`config.mk`:
```
export PLATFORM = sky130hd
export DESIGN_NAME = time_set_ctrl
export DESIGN_NICKNAME = d
export VERILOG_FILES = /design/src/rtl/time_set_ctrl.sv
export SDC_FILE = /design/constraint.sdc
export NUM_CORES = 1
export LEC_CHECK = 0
export BUFFER_PORTS_ARGS = -buffer_cell sky130_fd_sc_hd__buf_2
export CAP_MARGIN = 15
export CORE_MARGIN = 8
export CORE_UTILIZATION = 51
export CTS_BUF_LIST = sky130_fd_sc_hd__clkbuf_4 sky130_fd_sc_hd__clkbuf_8
export DETAILED_ROUTE_END_ITERATION = 7
export PLACE_DENSITY_LB_ADDON = 0.05
export REMOVE_ABC_BUFFERS = 1
export SYNTH_ARGS = -nofsm -noshare
export SYNTH_HDL_FRONTEND = slang
export SYNTH_SLANG_ARGS = --single-unit
export TNS_END_PERCENT = 30
```
`constraint.sdc`:
```
create_clock -name clk -period 7.5 [get_ports clk]
set_input_delay 1.5 -clock clk [delete_from_list [all_inputs] [get_ports clk]]
set_output_delay 1.5 -clock clk [all_outputs]
set_load 0.03 [all_outputs]
```
`src/rtl/time_set_ctrl.sv`:
```
// time_set_ctrl: button-driven time editor for a clock display.
// A long btn_m press enters edit mode with a snapshot of the live time.
// btn_r increments and btn_l decrements the selected field. A short btn_m
// press steps through hh, mm, ss and then commits. A long btn_m press, or
// leaving the clock mode, abandons the edit.
module time_set_ctrl #(
   parameter int DEBOUNCE   = 2500000,
   parameter int LONGPRESS  = 100000000,
   parameter int BLINK_HALF = 50000000,
   parameter int CLOCK_MODE = 1
) (
   input  logic       clk,
   input  logic       rst,
   input  logic       btn_l,
   input  logic       btn_m,
   input  logic       btn_r,
   input  logic [3:0] mode,
   input  logic [4:0] cur_hh,
   input  logic [5:0] cur_mm,
   input  logic [5:0] cur_ss,
   output logic       set,
   output logic       load,
   output logic [4:0] hh_out,
   output logic [5:0] mm_out,
   output logic [5:0] ss_out,
   output logic [1:0] field,
   output logic       blink
);

   // Counter widths and the thresholds expressed at those widths.
   localparam int CW = $clog2(LONGPRESS + 1);
   localparam int BW = (BLINK_HALF > 1) ? $clog2(BLINK_HALF) : 1;

   localparam logic [CW-1:0] DEB_M1 = CW'(DEBOUNCE - 1);
   localparam logic [CW-1:0] DEB    = CW'(DEBOUNCE);
   localparam logic [CW-1:0] LP_M1  = CW'(LONGPRESS - 1);
   localparam logic [CW-1:0] LP     = CW'(LONGPRESS);
   localparam logic [BW-1:0] BH_M1  = BW'(BLINK_HALF - 1);

   typedef enum logic [2:0] {
      IDLE    = 3'd0,
      EDIT_HH = 3'd1,
      EDIT_MM = 3'd2,
      EDIT_SS = 3'd3,
      COMMIT  = 3'd4
   } state_t;

   state_t        state_q, state_d;
   logic [CW-1:0] press_cnt_q, press_cnt_d;
   logic          btn_m_prev_q, btn_m_prev_d;
   logic [4:0]    hh_q, hh_d;
   logic [5:0]    mm_q, mm_d;
   logic [5:0]    ss_q, ss_d;
   logic          blink_q, blink_d;
   logic [BW-1:0] blink_cnt_q, blink_cnt_d;

   logic          one_btn;
   logic          act_inc, act_dec, act_short, act_long;
   logic          mode_ok;
   logic          edited;
   logic          in_edit_d;

   // Wrap helpers for the 0..59 minute and second fields.
   function automatic logic [5:0] inc60(input logic [5:0] v);
      return (v >= 6'd59) ? 6'd0 : v + 6'd1;
   endfunction

   function automatic logic [5:0] dec60(input logic [5:0] v);
      return (v == 6'd0 || v > 6'd59) ? 6'd59 : v - 6'd1;
   endfunction

   // Press qualification: count while exactly one button is held, then decode actions.
   always_comb begin
      one_btn      = (({1'b0, btn_l} + {1'b0, btn_m} + {1'b0, btn_r}) == 2'd1);
      btn_m_prev_d = btn_m;
      press_cnt_d  = '0;
      if (one_btn) begin
         press_cnt_d = (press_cnt_q == LP) ? press_cnt_q : press_cnt_q + 1'b1;
      end
      // Actions fire on the cycle in which the counter steps onto its threshold.
      act_inc   = one_btn && btn_r && (press_cnt_q == DEB_M1);
      act_dec   = one_btn && btn_l && (press_cnt_q == DEB_M1);
      act_long  = one_btn && btn_m && (press_cnt_q == LP_M1);
      // press_cnt_q still holds the btn_m-only hold time on the release cycle.
      act_short = btn_m_prev_q && !btn_m && (press_cnt_q >= DEB) && (press_cnt_q < LP);
      mode_ok   = (mode == 4'(CLOCK_MODE));
   end

   // Edit state machine: next state and edit register updates.
   always_comb begin
      state_d = state_q;
      hh_d    = hh_q;
      mm_d    = mm_q;
      ss_d    = ss_q;
      edited  = 1'b0;
      case (state_q)
         IDLE: begin
            if (act_long && mode_ok) begin
               hh_d    = cur_hh;
               mm_d    = cur_mm;
               ss_d    = cur_ss;
               state_d = EDIT_HH;
            end
         end
         EDIT_HH, EDIT_MM, EDIT_SS: begin
            if (!mode_ok || act_long) begin
               // Abandon the edit; edit registers keep their values.
               state_d = IDLE;
            end else if (act_short) begin
               case (state_q)
                  EDIT_HH: state_d = EDIT_MM;
                  EDIT_MM: state_d = EDIT_SS;
                  default: state_d = COMMIT;
               endcase
            end else if (act_inc || act_dec) begin
               edited = 1'b1;
               case (state_q)
                  EDIT_HH: begin
                     if (act_inc) hh_d = (hh_q >= 5'd23) ? 5'd0 : hh_q + 5'd1;
                     else         hh_d = (hh_q == 5'd0 || hh_q > 5'd23) ? 5'd23 : hh_q - 5'd1;
                  end
                  EDIT_MM: mm_d = act_inc ? inc60(mm_q) : dec60(mm_q);
                  default: ss_d = act_inc ? inc60(ss_q) : dec60(ss_q);
               endcase
            end
         end
         COMMIT: state_d = IDLE;
         default: state_d = IDLE;
      endcase
   end

   // Blink generator: restart high on entering an edit state or after any edit.
   always_comb begin
      in_edit_d   = (state_d == EDIT_HH) || (state_d == EDIT_MM) || (state_d == EDIT_SS);
      blink_d     = 1'b0;
      blink_cnt_d = '0;
      if (in_edit_d) begin
         if (state_d != state_q || edited) begin
            blink_d     = 1'b1;
            blink_cnt_d = '0;
         end else if (blink_cnt_q == BH_M1) begin
            blink_d     = !blink_q;
            blink_cnt_d = '0;
         end else begin
            blink_d     = blink_q;
            blink_cnt_d = blink_cnt_q + 1'b1;
         end
      end
   end

   // State and datapath registers with synchronous reset.
   always_ff @(posedge clk) begin
      if (rst) begin
         state_q      <= IDLE;
         press_cnt_q  <= '0;
         btn_m_prev_q <= 1'b0;
         hh_q         <= '0;
         mm_q         <= '0;
         ss_q         <= '0;
         blink_q      <= 1'b0;
         blink_cnt_q  <= '0;
      end else begin
         state_q      <= state_d;
         press_cnt_q  <= press_cnt_d;
         btn_m_prev_q <= btn_m_prev_d;
         hh_q         <= hh_d;
         mm_q         <= mm_d;
         ss_q         <= ss_d;
         blink_q      <= blink_d;
         blink_cnt_q  <= blink_cnt_d;
      end
   end

   // Output decode straight from registered state.
   always_comb begin
      set    = (state_q != IDLE);
      load   = (state_q == COMMIT);
      hh_out = hh_q;
      mm_out = mm_q;
      ss_out = ss_q;
      blink  = blink_q;
      case (state_q)
         EDIT_HH: field = 2'd1;
         EDIT_MM: field = 2'd2;
         EDIT_SS: field = 2'd3;
         default: field = 2'd0;
      endcase
   end

endmodule
```
==> results.ini, run 1 <==
[status]
outcome = finished, final reports clean

[synthesis]
synth-seq-cells = 75
synth_async_sr_flop_share_pct = 0
synth_ff_type = dfxtp_1
synth_top_family_by_area = simple AND/OR/NAND/NOR gates
syn_avg_cell_area_sq_um = 8.105
synthMuxAreaShare_pct = 1.410
synth_top_area_share_pct = 29.69
synth_edf_count = 0
synth_top_area_cell = dfxtp_1
synth_compound_area_share_pct = 15.14
synth_area_leaders = dfxtp_1, xnor2_1, nor2_1, xor2_1, nand2_1
synth_seq_area_share_pct = 29.69
synth_xor_area_share_pct = 9.179
synthesis.area_sq_um = 5057
synthCells = 624
synth_cell_types = 74
ys.warnings.count = 0
yosys.area_share.simple_pct = 35.85
synth_fa_ha_area_share_pct = 3.117

[job]
cap_violations = 0

[placement]
place_inst = 768
post-place-ws_ns = 2.489
globalplace.congestion = 0.9001
portBuffers = 47
dp_hpwl_um = 8872

[grt]
grt_util_all_layers_pct = 19.04
antenna_found_initial = 0
grt_pass1_wl_um = 20940
grt_overflow_total = 0
grt_pass1_vias = 4337
grt_max_degree = 28

[routing]
drt_first_pass_iters = 5
dr_total_vias = 4655
final_antenna_net_count = 0
post_drt_wl_per_cell_um = 15.90
drt-initial-drc-count = 375
vias_per_cell = 5.938
routed_wirelength_um = 12470
drc_errors = 0

[worst_setup_path]
crit_family = simple AND/OR/NAND/NOR gates
path_class = in2reg
cp_slowest_stage_delay_ns = 0.83
path_cells = buf_2, inv_1, fa_1, nand4bb_1, nor3_1, nand3_1, o211ai_1, or3b_1, nor4_1
cp_data_required_time_ns = 7.71
cp-start-kind = input pin
slowest_stage = or3b_1
critical_path_buf_inv_count = 2
crit_arrival_ns = 4.88
cp_max_fo = 16
endpoint_kind = flop

[finish]
drive_above_1_share_pct = 15.05
area_growth_pct = 9.500
regArea_sq_um = 1501
finalNonFillerCells = 784
fillerInstances = 952
layout.nets = 684
multiInputGateArea_sq_um = 3272
antenna_cells = 0

[power]
p_sw_share_pct = 21.55
leakage_nw = 1.887
p_comb_share_pct = 3.2
power_switching_w = 0.0001721
ir_drop_mv = 0.1161
p_seq_share_pct = 50.0
internal_power_w = 0.0006263
p_per_area_nw_per_um2 = 144.2
clkPwrFrac_pct = 46.8

[die]
start_util_pct = 52.22
core_area_sq_um = 9684
rows = 36
io_pins = 48
fp.dieW_um = 115.6
die_area_sq_um = 13360
die_h_um = 115.6

[sta]
hold_violations = 0
worst_pin_slew_ns = 0.9542
maxSlewViolCount = 0
finalSetupTns_ns = 0
finalCritPeriodShare_pct = 62.30
maxSlewHeadroom_pct = 36.11
rsz0062_at_grt = false
finalSetupViolCount = 0
fin_ws_ns = 2.827
clock_skew_ns = 0.01244
max_freq_mhz = 214.0
min_period_ns = 4.673

[clocking]
cts.sinks = 75
numCtsBuffers = 9
ctsResizeCount = 0
insertion_delay_ns = 0.35
cts_tree = done
cts_root_buf = clkbuf_8
htreeDepth = 3
clk_path_buf_depth = 2
postCtsHoldBufs = 0
cts.clk_slew.worst_paths_ns = 0.09
post_cts_buffers = 0

[hold_path]
worstHoldPathType = reg2reg

## state kept, by name, indices dropped and copies added (netlist names)
signal and flops:
press_cnt_q 27, blink_cnt_q 26, mm_out 6, ss_out 6, hh_out 5, state_q 3, blink 1, btn_m_prev_q 1
## cells in the final DEF (no fill, tap or decap), types with 17 or more instances in the layout
cell     count
nor2_1      65
nor4_1      27
a21oi_1     22
xor2_1      23
dfxtp_1     75
o21ai_0     17
inv_1       26
buf_2       47
nand2_1     49
xnor2_1     30
nand3_1     25
nor3_1      21
## synthesized netlist by cell type, types with 17 or more instances
library cell / n
nor2_1: 65
clkbuf_1: 25
nand2_1: 49
nand3_1: 25
dfxtp_1: 75
xnor2_1: 30
a21oi_1: 22
xor2_1: 23
nor4_1: 27
o21ai_0: 17
nor3_1: 21
inv_1: 26
## metrics by stage
stage	power, W	instance area, sq um	util, %	hold WS [ns]
floorplan	0.0004205	4871	-	0.4604
finish	0.0007984	5538	57.18	0.5178
global placement	0.0004331	5295	54.68	0.4812
CTS	0.0008127	5538	57.18	0.5234
global route	0.0008307	5538	57.18	0.5367
detailed placement	0.0004340	5295	54.68	0.5059
## area by class of cell
class / instances / share of cell area (%)
multi-input cells: 484 / 59.08
clock buffers: 12 / 2.982
flip-flops and latches: 75 / 27.11
inverters: 26 / 1.762
clock inverters: 4 / 1.401
repair buffers: 50 / 4.654
well taps: 133 / 3.005
## logic make-up (layout without fill, tap and decap cells)
logic type / count (synthesis) / count (layout)
simple gates: 306 / 306
buf+inv: 65 / 92
fa+ha+maj: 12 / 12
mux: 7 / 7
flops: 75 / 75
compound gates: 106 / 106
xor+xnor: 53 / 53
## power by group through the flow
stage | Combinational [W] | Sequential (W) | Clock [W]
floorplan | 0.0000120 | 0.000409 | 0
global placement | 0.0000244 | 0.000409 | 0
detailed placement | 0.0000252 | 0.000409 | 0
CTS | 0.0000254 | 0.000399 | 0.000388
global route | 0.0000285 | 0.000400 | 0.000403
finish | 0.0000253 | 0.000399 | 0.000374
## per-layer routing
metal	GRT usage [%]	share of wire, %	vias to the layer above
met5	0	0	-
met3	3.960	5.6	15
met1	24.85	47	2187
li1	-	-	2341
met2	30.85	47	112
met4	5.517	1.2	0
## path summary, 6_finish.rpt
kind	cells after the start	slack (ns)	start	end
worst max-delay path	9	2.83	btn_r	blink_cnt_q[13]
worst min-delay path	1	0.52	blink_cnt_q[0]	blink_cnt_q[0]
worst max register to register	7	4.07	press_cnt_q[0]	blink_cnt_q[13]
worst min register to register	1	0.52	blink_cnt_q[0]	blink_cnt_q[0]
Note: power is estimated with default switching activity, not from simulation.
==> run 2, diff against run 1 <==
clock period = 4.22 ns   (was 7.5 ns; I/O delays follow)
==> run 2 against run 1 <==
Sequential power grew 78%; clock skew shrank 0.0047 ns; utilization shrank 0.34 points; non-clock buffer count grew 2; register-to-register slack lost 2.8 ns; die area is the same; largest power group unchanged; wire length grew 2.3%; largest cell class unchanged; first-iteration DRC count shrank 26%; critical path depth is the same; design area shrank 0.59%.
==> results.ini, run 2 (synthesized netlist as in run 1, its figures left out) <==
[worst_setup_path]
cp-start-kind = input pin  ; unchanged
cp_max_fo = 12  ; was 16
path_class = in2reg  ; unchanged
endpoint_kind = flop  ; unchanged
crit_arrival_ns = 3.75  ; was 4.88 ns
cp_data_required_time_ns = 4.44  ; was 7.71 ns

[die]
die_h_um = 115.6  ; unchanged
start_util_pct = 52.22  ; unchanged
fp.dieW_um = 115.6  ; unchanged
io_pins = 48  ; unchanged
core_area_sq_um = 9684  ; unchanged
rows = 36  ; unchanged
die_area_sq_um = 13360  ; unchanged

[clocking]
postCtsHoldBufs = 0  ; unchanged
post_cts_buffers = 0  ; unchanged
clk_path_buf_depth = 2  ; unchanged
numCtsBuffers = 9  ; unchanged
htreeDepth = 3  ; unchanged
cts.clk_slew.worst_paths_ns = 0.08  ; was 0.09 ns
cts_tree = done  ; unchanged
cts.sinks = 75  ; unchanged
insertion_delay_ns = 0.35  ; about the same
cts_root_buf = clkbuf_8  ; unchanged
ctsResizeCount = 0  ; unchanged

[placement]
place_inst = 770  ; was 768
post-place-ws_ns = 0.3011  ; was 2.489 ns
globalplace.congestion = 0.8419  ; was 0.9001
portBuffers = 47  ; unchanged
dp_hpwl_um = 9135  ; was 8872 um

[grt]
antenna_found_initial = 0  ; unchanged
grt_util_all_layers_pct = 19.88  ; was 19.04%
grt_pass1_wl_um = 21870  ; was 20940 um
grt_overflow_total = 0  ; unchanged
grt_max_degree = 28  ; unchanged
grt_pass1_vias = 4438  ; was 4337

[sta]
fin_ws_ns = 0.6872  ; was 2.827 ns
rsz0062_at_grt = false  ; unchanged
hold_violations = 0  ; unchanged
finalSetupViolCount = 0  ; unchanged
worst_pin_slew_ns = 0.9328  ; was 0.9542 ns
finalSetupTns_ns = 0  ; unchanged
min_period_ns = 3.533
maxSlewViolCount = 0  ; unchanged
finalCritPeriodShare_pct = 83.71
worst_hold_slack_ns = 0.5113  ; was 0.5178 ns
clock_skew_ns = 0.007790  ; was 0.01244 ns
max_freq_mhz = 283.1
maxSlewHeadroom_pct = 37.81  ; was 36.11%

[power]
leakage_nw = 1.869  ; was 1.887 nW
ir_drop_mv = 0.1450  ; was 0.1161 mV
p_per_area_nw_per_um2 = 239.5  ; was 144.2 nW/um^2

[routing]
vias_per_cell = 5.999  ; was 5.938
post_drt_wl_per_cell_um = 16.23  ; was 15.90 um
drc_errors = 0  ; unchanged
drt_first_pass_iters = 5  ; unchanged
dr_total_vias = 4715  ; was 4655
routed_wirelength_um = 12750  ; was 12470 um
drt-initial-drc-count = 279  ; was 375
final_antenna_net_count = 0  ; unchanged

[finish]
drive_above_1_share_pct = 15.31  ; was 15.05%
area_growth_pct = 8.857  ; was 9.500%
finalNonFillerCells = 786  ; was 784
regArea_sq_um = 1501  ; unchanged
multiInputGateArea_sq_um = 3272  ; unchanged
antenna_cells = 0  ; unchanged
fillerInstances = 946  ; was 952
largest_register_ffs = 27  ; unchanged
largest-register = press_cnt_q  ; unchanged
layout.nets = 686  ; was 684
reg.largest.list = press_cnt_q (27), blink_cnt_q (26)  ; unchanged
post-route-util_pct = 56.85  ; was 57.18%
layout_commonest_cell = dfxtp_1  ; unchanged
final_cell_mix = dfxtp_1, nor2_1, nand2_1  ; unchanged

[status]
outcome = finished, final reports clean  ; unchanged

[hold_path]
worstHoldPathType = reg2reg  ; unchanged

[job]
cap_violations = 0  ; unchanged

## run 2: critical path, cell delays in order
cell and delay [ns]:
buf_2 0.17, inv_1 0.12, fa_1 0.49, or4b_1 0.50, nor4_2 0.44, nand3_1 0.54, and3_1 0.32, a211oi_1 0.21
o41ai_1 0.10
## run 2: layer usage
metal	up-vias	share of wire, %	global-route usage [%]
met4	0	1.7	5.954
li1	2350	-	-
met5	-	0	0
met3	18	5.8	3.596
met1	2236	47	26.66
met2	111	46	31.67
## run 2: final cells by class
type	instances	share of cell area, %
Multi-Input combinational cell	484	59.43
Sequential cell	75	27.27
Timing Repair Buffer	52	4.955
Tap cell	133	3.023
Clock buffer	10	2.386
Inverter	26	1.773
Clock inverter	6	1.159
## run 2: stage by stage
step                area (sq um)   power, W
finish                      5505   0.001319
global route                5505   0.001372
CTS                         5505   0.001330
detailed placement          5310  0.0007710
global placement            5310  0.0007700
floorplan                   4871  0.0007474
## run 2: path summary, 6_finish.rpt
check,slack [ns],end,from,depth (start not counted)
setup reg to reg,1.26,blink_cnt_q[14],press_cnt_q[0],7
hold reg to reg,0.51,blink_cnt_q[0],blink_cnt_q[0],1
setup / recovery,0.69,hh_out[3],btn_r,9
hold / removal,0.51,blink_cnt_q[0],blink_cnt_q[0],1
## run 2: report_power, final
group | internal [W] | switching (W)
Sequential | 0.000708 | 0.00000158
Clock | 0.000280 | 0.000284
Combinational | 0.0000185 | 0.0000259
